--- config.mk ---
export PLATFORM = sky130hd
export DESIGN_NAME = mdu_mul_writeback
export DESIGN_NICKNAME = d
export VERILOG_FILES = /design/src/rtl/mdu_pkg.sv /design/src/rtl/mdu_sync_fifo.sv /design/src/rtl/mdu_mul_writeback.sv
export SDC_FILE = /design/constraint.sdc
export NUM_CORES = 1
export LEC_CHECK = 0
export CAP_MARGIN = 20
export CORE_MARGIN = 2
export CORE_UTILIZATION = 30
export CTS_CLUSTER_DIAMETER = 30
export CTS_CLUSTER_SIZE = 30
export DETAILED_ROUTE_END_ITERATION = 12
export SLEW_MARGIN = 15
export SYNTH_ARGS = -nofsm -noshare
export SYNTH_HDL_FRONTEND = slang
export SYNTH_SLANG_ARGS = --single-unit
--- constraint.sdc ---
create_clock -name clk -period 4.5 [get_ports clk]
set_input_delay 0.45 -clock clk [delete_from_list [all_inputs] [get_ports clk]]
set_output_delay 0.45 -clock clk [all_outputs]
set_load 0.02 [all_outputs]
--- src/rtl/mdu_pkg.sv ---
// Shared types for the MDU multiply writeback path: funct3 codes, the issue tag
// and the result FIFO entry.
package mdu_pkg;

   localparam int unsigned MDU_XLEN = 32;
   localparam int unsigned RD_W     = 5;

   typedef enum logic [2:0] {
      F3_MUL    = 3'b000,
      F3_MULH   = 3'b001,
      F3_MULHSU = 3'b010,
      F3_MULHU  = 3'b011
   } mdu_funct3_e;

   typedef enum logic [1:0] {
      OP_MUL    = 2'b00,
      OP_MULH   = 2'b01,
      OP_MULHSU = 2'b10,
      OP_MULHU  = 2'b11
   } mdu_mul_op_e;

   typedef struct packed {
      mdu_mul_op_e     op;
      logic [RD_W-1:0] rd;
      logic            s1;
      logic            s2;
   } mdu_tag_t;

   typedef struct packed {
      logic [MDU_XLEN-1:0] data;
      logic [RD_W-1:0]     rd;
   } mdu_entry_t;

   // Divide operations occupy the upper half of the funct3 space.
   function automatic logic is_div(input logic [2:0] f3);
      return f3[2];
   endfunction

   // Whether the magnitude product must be two's-complement negated.
   function automatic logic mul_negate(input mdu_tag_t tag);
      logic neg;
      case (tag.op)
         OP_MUL, OP_MULH: neg = tag.s1 ^ tag.s2;
         OP_MULHSU:       neg = tag.s1;
         default:         neg = 1'b0;
      endcase
      return neg;
   endfunction

endpackage

--- src/rtl/mdu_sync_fifo.sv ---
// Small synchronous FIFO with registered storage; head is read straight from
// the storage registers so it is stable while stalled.
module mdu_sync_fifo #(
   parameter int unsigned WIDTH = 8,
   parameter int unsigned DEPTH = 2
) (
   input  logic                   clk,
   input  logic                   rst_n,
   input  logic                   push_i,
   input  logic [WIDTH-1:0]       wdata_i,
   input  logic                   pop_i,
   output logic [WIDTH-1:0]       rdata_o,
   output logic                   full_o,
   output logic                   empty_o,
   output logic [$clog2(DEPTH):0] count_o
);

   localparam int unsigned PW = $clog2(DEPTH);
   localparam int unsigned CW = PW + 1;

   logic [WIDTH-1:0] mem_q [DEPTH];
   logic [PW-1:0]    wr_ptr_q, rd_ptr_q;
   logic [CW-1:0]    count_q;
   logic             do_push, do_pop;

   assign do_push = push_i && !full_o;
   assign do_pop  = pop_i && !empty_o;

   // Storage is cleared on reset so the head reads zero while empty.
   always_ff @(posedge clk or negedge rst_n) begin
      if (!rst_n) begin
         for (int i = 0; i < int'(DEPTH); i++) begin
            mem_q[i] <= '0;
         end
         wr_ptr_q <= '0;
         rd_ptr_q <= '0;
         count_q  <= '0;
      end else begin
         if (do_push) begin
            mem_q[wr_ptr_q] <= wdata_i;
            wr_ptr_q        <= wr_ptr_q + PW'(1);
         end
         if (do_pop) begin
            rd_ptr_q <= rd_ptr_q + PW'(1);
         end
         case ({do_push, do_pop})
            2'b10:   count_q <= count_q + CW'(1);
            2'b01:   count_q <= count_q - CW'(1);
            default: count_q <= count_q;
         endcase
      end
   end

   assign rdata_o = mem_q[rd_ptr_q];
   assign full_o  = (count_q == CW'(DEPTH));
   assign empty_o = (count_q == '0);
   assign count_o = count_q;

   a_no_overflow: assert property (@(posedge clk) disable iff (!rst_n) !(push_i && full_o))
      else $error("fifo overflow");
   a_no_underflow: assert property (@(posedge clk) disable iff (!rst_n) !(pop_i && empty_o))
      else $error("fifo underflow");

endmodule

--- src/rtl/mdu_mul_writeback.sv ---
// Multiply writeback stage: latches the issue tag, sign-corrects and word-selects
// the magnitude product, and queues results toward CPU writeback.
module mdu_mul_writeback
   import mdu_pkg::*;
#(
   parameter int unsigned DEPTH = 2,
   parameter int unsigned XLEN  = MDU_XLEN
) (
   input  logic              clk,
   input  logic              rst,
   input  logic              mdu_in_valid,
   input  logic              mdu_busy,
   input  logic [2:0]        funct3,
   input  logic [RD_W-1:0]   rd,
   input  logic              rs1_sign,
   input  logic              rs2_sign,
   input  logic [2*XLEN-1:0] mul_prod,
   input  logic              mdu_out_valid,
   output logic              cpu_busy,
   output logic              wb_valid,
   input  logic              wb_ready,
   output logic [XLEN-1:0]   wb_data,
   output logic [RD_W-1:0]   wb_rd
);

   localparam int unsigned PW2 = 2 * XLEN;
   localparam int unsigned CW  = $clog2(DEPTH) + 1;
   localparam int unsigned EW  = $bits(mdu_entry_t);

   mdu_tag_t          tag_q, tag_d;
   logic              issue;
   logic              neg;
   logic [PW2-1:0]    prod_fmt;
   mdu_entry_t        push_entry;
   mdu_entry_t        head_entry;
   logic [EW-1:0]     fifo_rdata;
   logic              fifo_push, fifo_pop, fifo_full, fifo_empty;
   logic [CW-1:0]     fifo_count;

   assign issue = mdu_in_valid && !mdu_busy && !is_div(funct3);

   // Tag is only replaced by a multiply issue; divides leave it untouched.
   always_comb begin
      tag_d = tag_q;
      if (issue) begin
         tag_d.op = mdu_mul_op_e'(funct3[1:0]);
         tag_d.rd = rd;
         tag_d.s1 = rs1_sign;
         tag_d.s2 = rs2_sign;
      end
   end

   always_ff @(posedge clk or negedge rst) begin
      if (!rst) begin
         tag_q <= '0;
      end else begin
         tag_q <= tag_d;
      end
   end

   assign neg = mul_negate(tag_q);

   always_comb begin
      prod_fmt        = neg ? (~mul_prod + PW2'(1)) : mul_prod;
      push_entry.rd   = tag_q.rd;
      push_entry.data = (tag_q.op == OP_MUL) ? prod_fmt[XLEN-1:0] : prod_fmt[PW2-1:XLEN];
   end

   // Backpressure comes from registered occupancy only, so a pop never frees a
   // slot for a push in the same cycle.
   assign fifo_push = mdu_out_valid && !cpu_busy;
   assign fifo_pop  = wb_valid && wb_ready;

   mdu_sync_fifo #(
      .WIDTH (EW),
      .DEPTH (DEPTH)
   ) u_fifo (
      .clk     (clk),
      .rst_n   (rst),
      .push_i  (fifo_push),
      .wdata_i (push_entry),
      .pop_i   (fifo_pop),
      .rdata_o (fifo_rdata),
      .full_o  (fifo_full),
      .empty_o (fifo_empty),
      .count_o (fifo_count)
   );

   assign head_entry = mdu_entry_t'(fifo_rdata);
   assign cpu_busy   = fifo_full;
   assign wb_valid   = !fifo_empty;
   assign wb_data    = head_entry.data;
   assign wb_rd      = head_entry.rd;

   a_count_range: assert property (@(posedge clk) disable iff (!rst) fifo_count <= CW'(DEPTH))
      else $error("fifo count out of range");

endmodule

# Word level (Yosys, flattened, before mapping)
# Index checks and enable logic that the tools add are counted.
dict set report totals {
  register_bits 87
  output_inout_bits 39
}
dict set report classes {
  addsub 5
  order_cmp 3
  n_eq_ne 5
  mux 10
  bitwise 4
  reduce_logical 15
}
# operator n
set op_table {}
lappend op_table {{37-bit 2-to-1 mux} 4}
lappend op_table {{74-bit bitwise mux} 1}
lappend op_table {{64-bit by 1-bit adder with 64-bit output, second input constant} 1}
lappend op_table {{64-bit 2-to-1 mux} 1}
lappend op_table {{64-bit NOT} 1}
lappend op_table {{37-bit demux with 1-bit select} 1}
lappend op_table {{32-bit 2-to-1 mux} 1}
lappend op_table {{1-bit logical AND} 7}
lappend op_table {{2-bit == test, second input constant} 3}
lappend op_table {{2-bit by 1-bit == test with 1-bit output, second input constant} 2}
lappend op_table {{2-bit >= comparator, second input constant} 2}
lappend op_table {{1-bit zero test} 4}
lappend op_table {{2-bit zero test} 2}
lappend op_table {{1-bit NOT with 2-bit output} 2}
lappend op_table {{2-bit case mux with 2 select lines} 1}
lappend op_table {{1-bit adder, second input constant} 2}
lappend op_table {{2-bit by 1-bit adder with 2-bit output, second input constant} 1}
lappend op_table {{2-bit by 1-bit less-than comparator with 1-bit output, second input constant} 1}
lappend op_table {{1-bit case mux with 2 select lines} 1}
lappend op_table {{2-bit nonzero test} 1}
lappend op_table {{2-bit OR reduction} 1}
lappend op_table {{2-bit by 1-bit subtractor with 2-bit output, second input constant} 1}
lappend op_table {{1-bit bitwise XOR} 1}

# Logic depth before layout (Yosys ltp)
dict set report logic_depth {
  depth_word 6
  depth_mapped 9
}

# By module
# From an unflattened synthesis, not the netlist that was laid out.
dict set report unflattened {
  cells_unflattened 534
  area_unflattened_um2 5854.4
}
# module instances cells_per_inst area_each_um2 seq_area_each_um2
set modules_own_cells {}
lappend modules_own_cells {mdu_sync_fifo 1 215 3597.2 1951.9}
lappend modules_own_cells {mdu_mul_writeback 1 319 2257.2 225.2}

# Least setup slack after synthesis
# Ideal clock, no wire load.
dict set report synth_path {
  kind {input to register}
  startpoint {in mul_prod[29]}
  endpoint {reg u_fifo.mem_q[45] (netlist name)}
  t_arrival_ns 2.251
  required_ns 4.418
  setup_slack_ns 2.167
  cell_stages 7
  path_buffers 2
  cell_sequence {buf_4 or4_1 or3_1 buf_2 nor3_1 mux2_2 a31oi_1}
}
dict set report synth_between {
  elab_chain_cells 5
}
# element line_no
set synth_rtl {}
lappend synth_rtl {{start, declared} mdu_mul_writeback.sv:17} ;# input logic [2*XLEN-1:0] mul_prod,
lappend synth_rtl {{64-bit NOT} mdu_mul_writeback.sv:64} ;# prod_fmt = neg ? (~mul_prod + PW2'(1)) : mul_prod;
lappend synth_rtl {{64-bit by 1-bit adder with 64-bit output} mdu_mul_writeback.sv:64}
lappend synth_rtl {{64-bit 2-to-1 mux} mdu_mul_writeback.sv:64}
lappend synth_rtl {{32-bit 2-to-1 mux} mdu_mul_writeback.sv:66} ;# push_entry.data = (tag_q.op == OP_MUL) ? prod_fmt[XLEN-1:0] : prod_fmt[PW2-1:XLEN];
lappend synth_rtl {{74-bit bitwise mux} mdu_sync_fifo.sv:40} ;# mem_q[wr_ptr_q] <= wdata_i;
lappend synth_rtl {{end signal, assigned by index} mdu_sync_fifo.sv:40}
lappend synth_rtl {{end, declared} mdu_sync_fifo.sv:21} ;# logic [WIDTH-1:0] mem_q [DEPTH];
# Every way passes these cells.
# A chain may end at the register's enable or synchronous reset.

# Worst setup path in the final report
dict set report layout_path {
  startpoint {in mul_prod[0]}
  endpoint {reg u_fifo.mem_q[68] (netlist name)}
}
# The elaborated chain is that of the path after synthesis.

==> results.json <==
{
  "status": "finished clean",
  "grt_setup_unrepaired": "no",
  "start_util_pct": 30.5,
  "final_nets": 882,
  "synth-edff-count": 0,
  "p_int_mw": 2.88,
  "num_vias": 6044,
  "power.switching_mw": 2.04,
  "power_leakage_nw": 3.04,
  "powerDensity_nw_per_um2": 609,
  "setup.worst_path.start": "mul_prod[0]",
  "cts_sinks": 87,
  "setup_viol_count_final": 0,
  "ir_drop_v": 0.000222,
  "drv_slew": 0,
  "synth_top_cell_by_area": "dfrtp_1",
  "syn_avg_cell_area_sq_um": 9.08,
  "cts_tree": "built",
  "register_area_sq_um": 2180,
  "ant_nets": 0,
  "clkTransAtPathRegs_ns": 0.07,
  "seqPwrFrac_pct": 27.1,
  "multi_input_area_sq_um": 3950,
  "critical_path_peak_fanout": 8,
  "area_growth_pct": 26.6,
  "worst_skew_pair.late_latency_ns": 0.35,
  "cts_htree_levels": 3,
  "drc": 0,
  "end_kind": "register",
  "track_usage_pct": 19.4,
  "num_rows": 53,
  "die_y_microns": 150,
  "clock-root-buffer": "clkbuf_16",
  "cts_setup_buffers": 0,
  "power_frac_clock_pct": 16.4,
  "rr_startpoint": "tag_q[1]",
  "grt_pass1_vias": 5732,
  "worstMarginPinSlew_ns": 0.920,
  "synth-main-ff-cell": "dfrtp_1",
  "max_freq_mhz": 335,
  "grt_pass1_wl_microns": 33300,
  "yosys-top-cells-area": "dfrtp_1 (34%), mux2_2 (11%), nand2_1 (5.3%)",
  "via_per_inst": 5.60,
  "syn_nets": 785,
  "syn_area_sq_um": 6380,
  "synthArstFlopShare_pct": 100,
  "dp_hpwl_microns": 16200,
  "path_class": "input port to register",
  "grt_max_degree": 46,
  "ys_warn_count": 0,
  "cts_buffer_depth": 2,
  "ys_seq_area_share_pct": 34.1,
  "dpl_cell_area_sq_um": 7760,
  "cp.required_ns": 4.74,
  "ys_types": 76,
  "cts_made_buffers": 9,
  "synthCells": 703,
  "final.setup_skew_ns": 0.00853,
  "pin_count": 119,
  "finalSetupTns_ns": 0,
  "fin_area_sq_um": 8080,
  "switching_share_pct": 41.4,
  "slew_headroom_pct": 38.4,
  "p_comb_share_pct": 56.5,
  "globalRouteOverflowTotal": 0,
  "min_period_ns": 2.99,
  "antenna_found_initial": 0,
  "drt_iter0_markers": 605,
  "wl_microns": 21700,
  "synth-seq-cells": 87,
  "drive_above_1_share_pct": 15.8,
  "routedWlPerCell_microns": 20.0,
  "drv_cap": 0,
  "cts_hold_buf": 0,
  "portBuffers": 118,
  "timing.hold.ws_ns": 0.0984,
  "place_congestion": 0.922,
  "finalHoldViolCount": 0,
  "period_share_pct": 66.4,
  "fill_cells": 2179,
  "min_path_type": "input port to asynchronous set/reset pin",
  "core_area_sq_um": 21000,
  "cp-start-kind": "input port",
  "diodes": 0,
  "die_x_microns": 150,
  "die-area_sq_um": 22500,
  "first_pass_iters": 5,
  "critPathArrivalTime_ns": 3.23,
  "cts_resized": 0,
  "synth_top_area_share_pct": 34.1
}
worst paths after layout:
check                                    end  slack [ns]  cells past startpoint
min                                 tag_q[0]         0.1                      1
max                         u_fifo.mem_q[68]        1.51                      9
max in group asynchronous  u_fifo.count_o[0]        3.40                      2
min in group clk             u_fifo.mem_q[4]        0.47                      2
min reg2reg                  u_fifo.mem_q[4]        0.47                      2
max reg2reg                 u_fifo.mem_q[68]        1.62                      7
cell type report:
cell class / instances / share of cell area (%)
inverter: 6 / 0.279
timing repair buffer: 130 / 15.7
tap: 275 / 4.26
clock inverter: 6 / 0.929
clock buffer: 10 / 2.96
multi-input combinational: 566 / 48.9
sequential: 87 / 26.9
power groups by stage:
| stage | Clock, mW | Combinational (mW) | Sequential (mW) |
|---|---|---|---|
| global route | 0.847 | 3.00 | 1.38 |
| floorplan | 0 | 1.79 | 1.29 |
| global placement | 0 | 2.79 | 1.33 |
| finish | 0.808 | 2.78 | 1.33 |
| CTS | 0.823 | 2.81 | 1.34 |
| detailed placement | 0 | 2.79 | 1.35 |
per-stage QoR:
step           std cells  util [%]  power [mW]  worst slack (ns)
6_report            1080      38.6        4.92              1.51
5_1_grt             1080      38.6        5.23              1.33
4_1_cts             1080      38.6        4.96              1.58
3_5_place_dp        1064      37.1        4.14              1.22
3_3_place_gp        1064      37.1        4.12              1.23
2_1_floorplan        703         -        3.08              2.17
flip-flops by register name, indices dropped and copies added, names as in the netlist:
name and flops:
tag_q 4, u_fifo.wr_ptr_q 1, push_entry 5, u_fifo.count_o 2, u_fifo.mem_q 74, u_fifo.rd_ptr_q 1
cell families (layout without fill, tap and decap cells):
group / Yosys count / in the layout / share of synthesized area (%)
AOI/OAI and AO/OA: 167 / 167 / 18.9
xor gates and xnor gates: 29 / 29 / 3.98
adders and majority gates: 2 / 2 / 0.392
buffers and inverters: 50 / 152 / 4.12
DFF: 87 / 87 / 34.1
muxes: 70 / 70 / 12.2
and+or+nand+nor: 298 / 298 / 26.3
critical path: stages:
cell and delay, ns:
clkdlybuf4s50_1 0.52, inv_1 0.10, ha_1 0.18, nor3b_1 0.31, nand4_2 0.34, nor4_4 0.70, mux2i_1 0.25, a21oi_1 0.09
mux2_2 0.28
cells in the final DEF, fill, tap and decap left out, drive strengths merged, types with 8 or more instances in the layout:
cell type	synthesis	layout
nand3	20	20
o21ai	27	27
mux2i	9	9
nor2	62	62
a31oi	12	12
xor2	11	11
or3	22	22
nand4	14	14
dfrtp	87	87
clkbuf	32	10
o31ai	28	28
a211oi	8	8
or4	13	13
nor4	20	20
a21oi	24	24
mux2	61	61
clkdlybuf4s50	0	117
xnor2	18	18
nor3	25	25
nand2	92	92
inv	6	9
buf	11	13
layer usage:
metal | global-route usage, % | share of wire, % | up-vias
met4 | 4.91 | 1.5 | 0
met3 | 3.17 | 7.2 | 22
met1 | 26.9 | 45 | 2923
met5 | 0 | 0 | -
li1 | - | - | 2870
met2 | 31.6 | 46 | 229
cells in the mapped netlist (all sizes together), types with 4 or more instances:
cell    instances
a211oi          8
a21oi          24
a22o            6
a22oi           5
a31oi          12
a32o            4
and2            5
and4            5
buf            11
clkbuf         32
dfrtp          87
inv             6
mux2           61
mux2i           9
nand2          92
nand2b          4
nand3          20
nand4          14
nor2           62
nor3           25
nor4           20
o211a           5
o21a            6
o21ai          27
o22ai           4
o31ai          28
o41ai           6
or2             4
or3            22
or4            13
xnor2          18
xor2           11
Power figures use the tool's default switching activity.
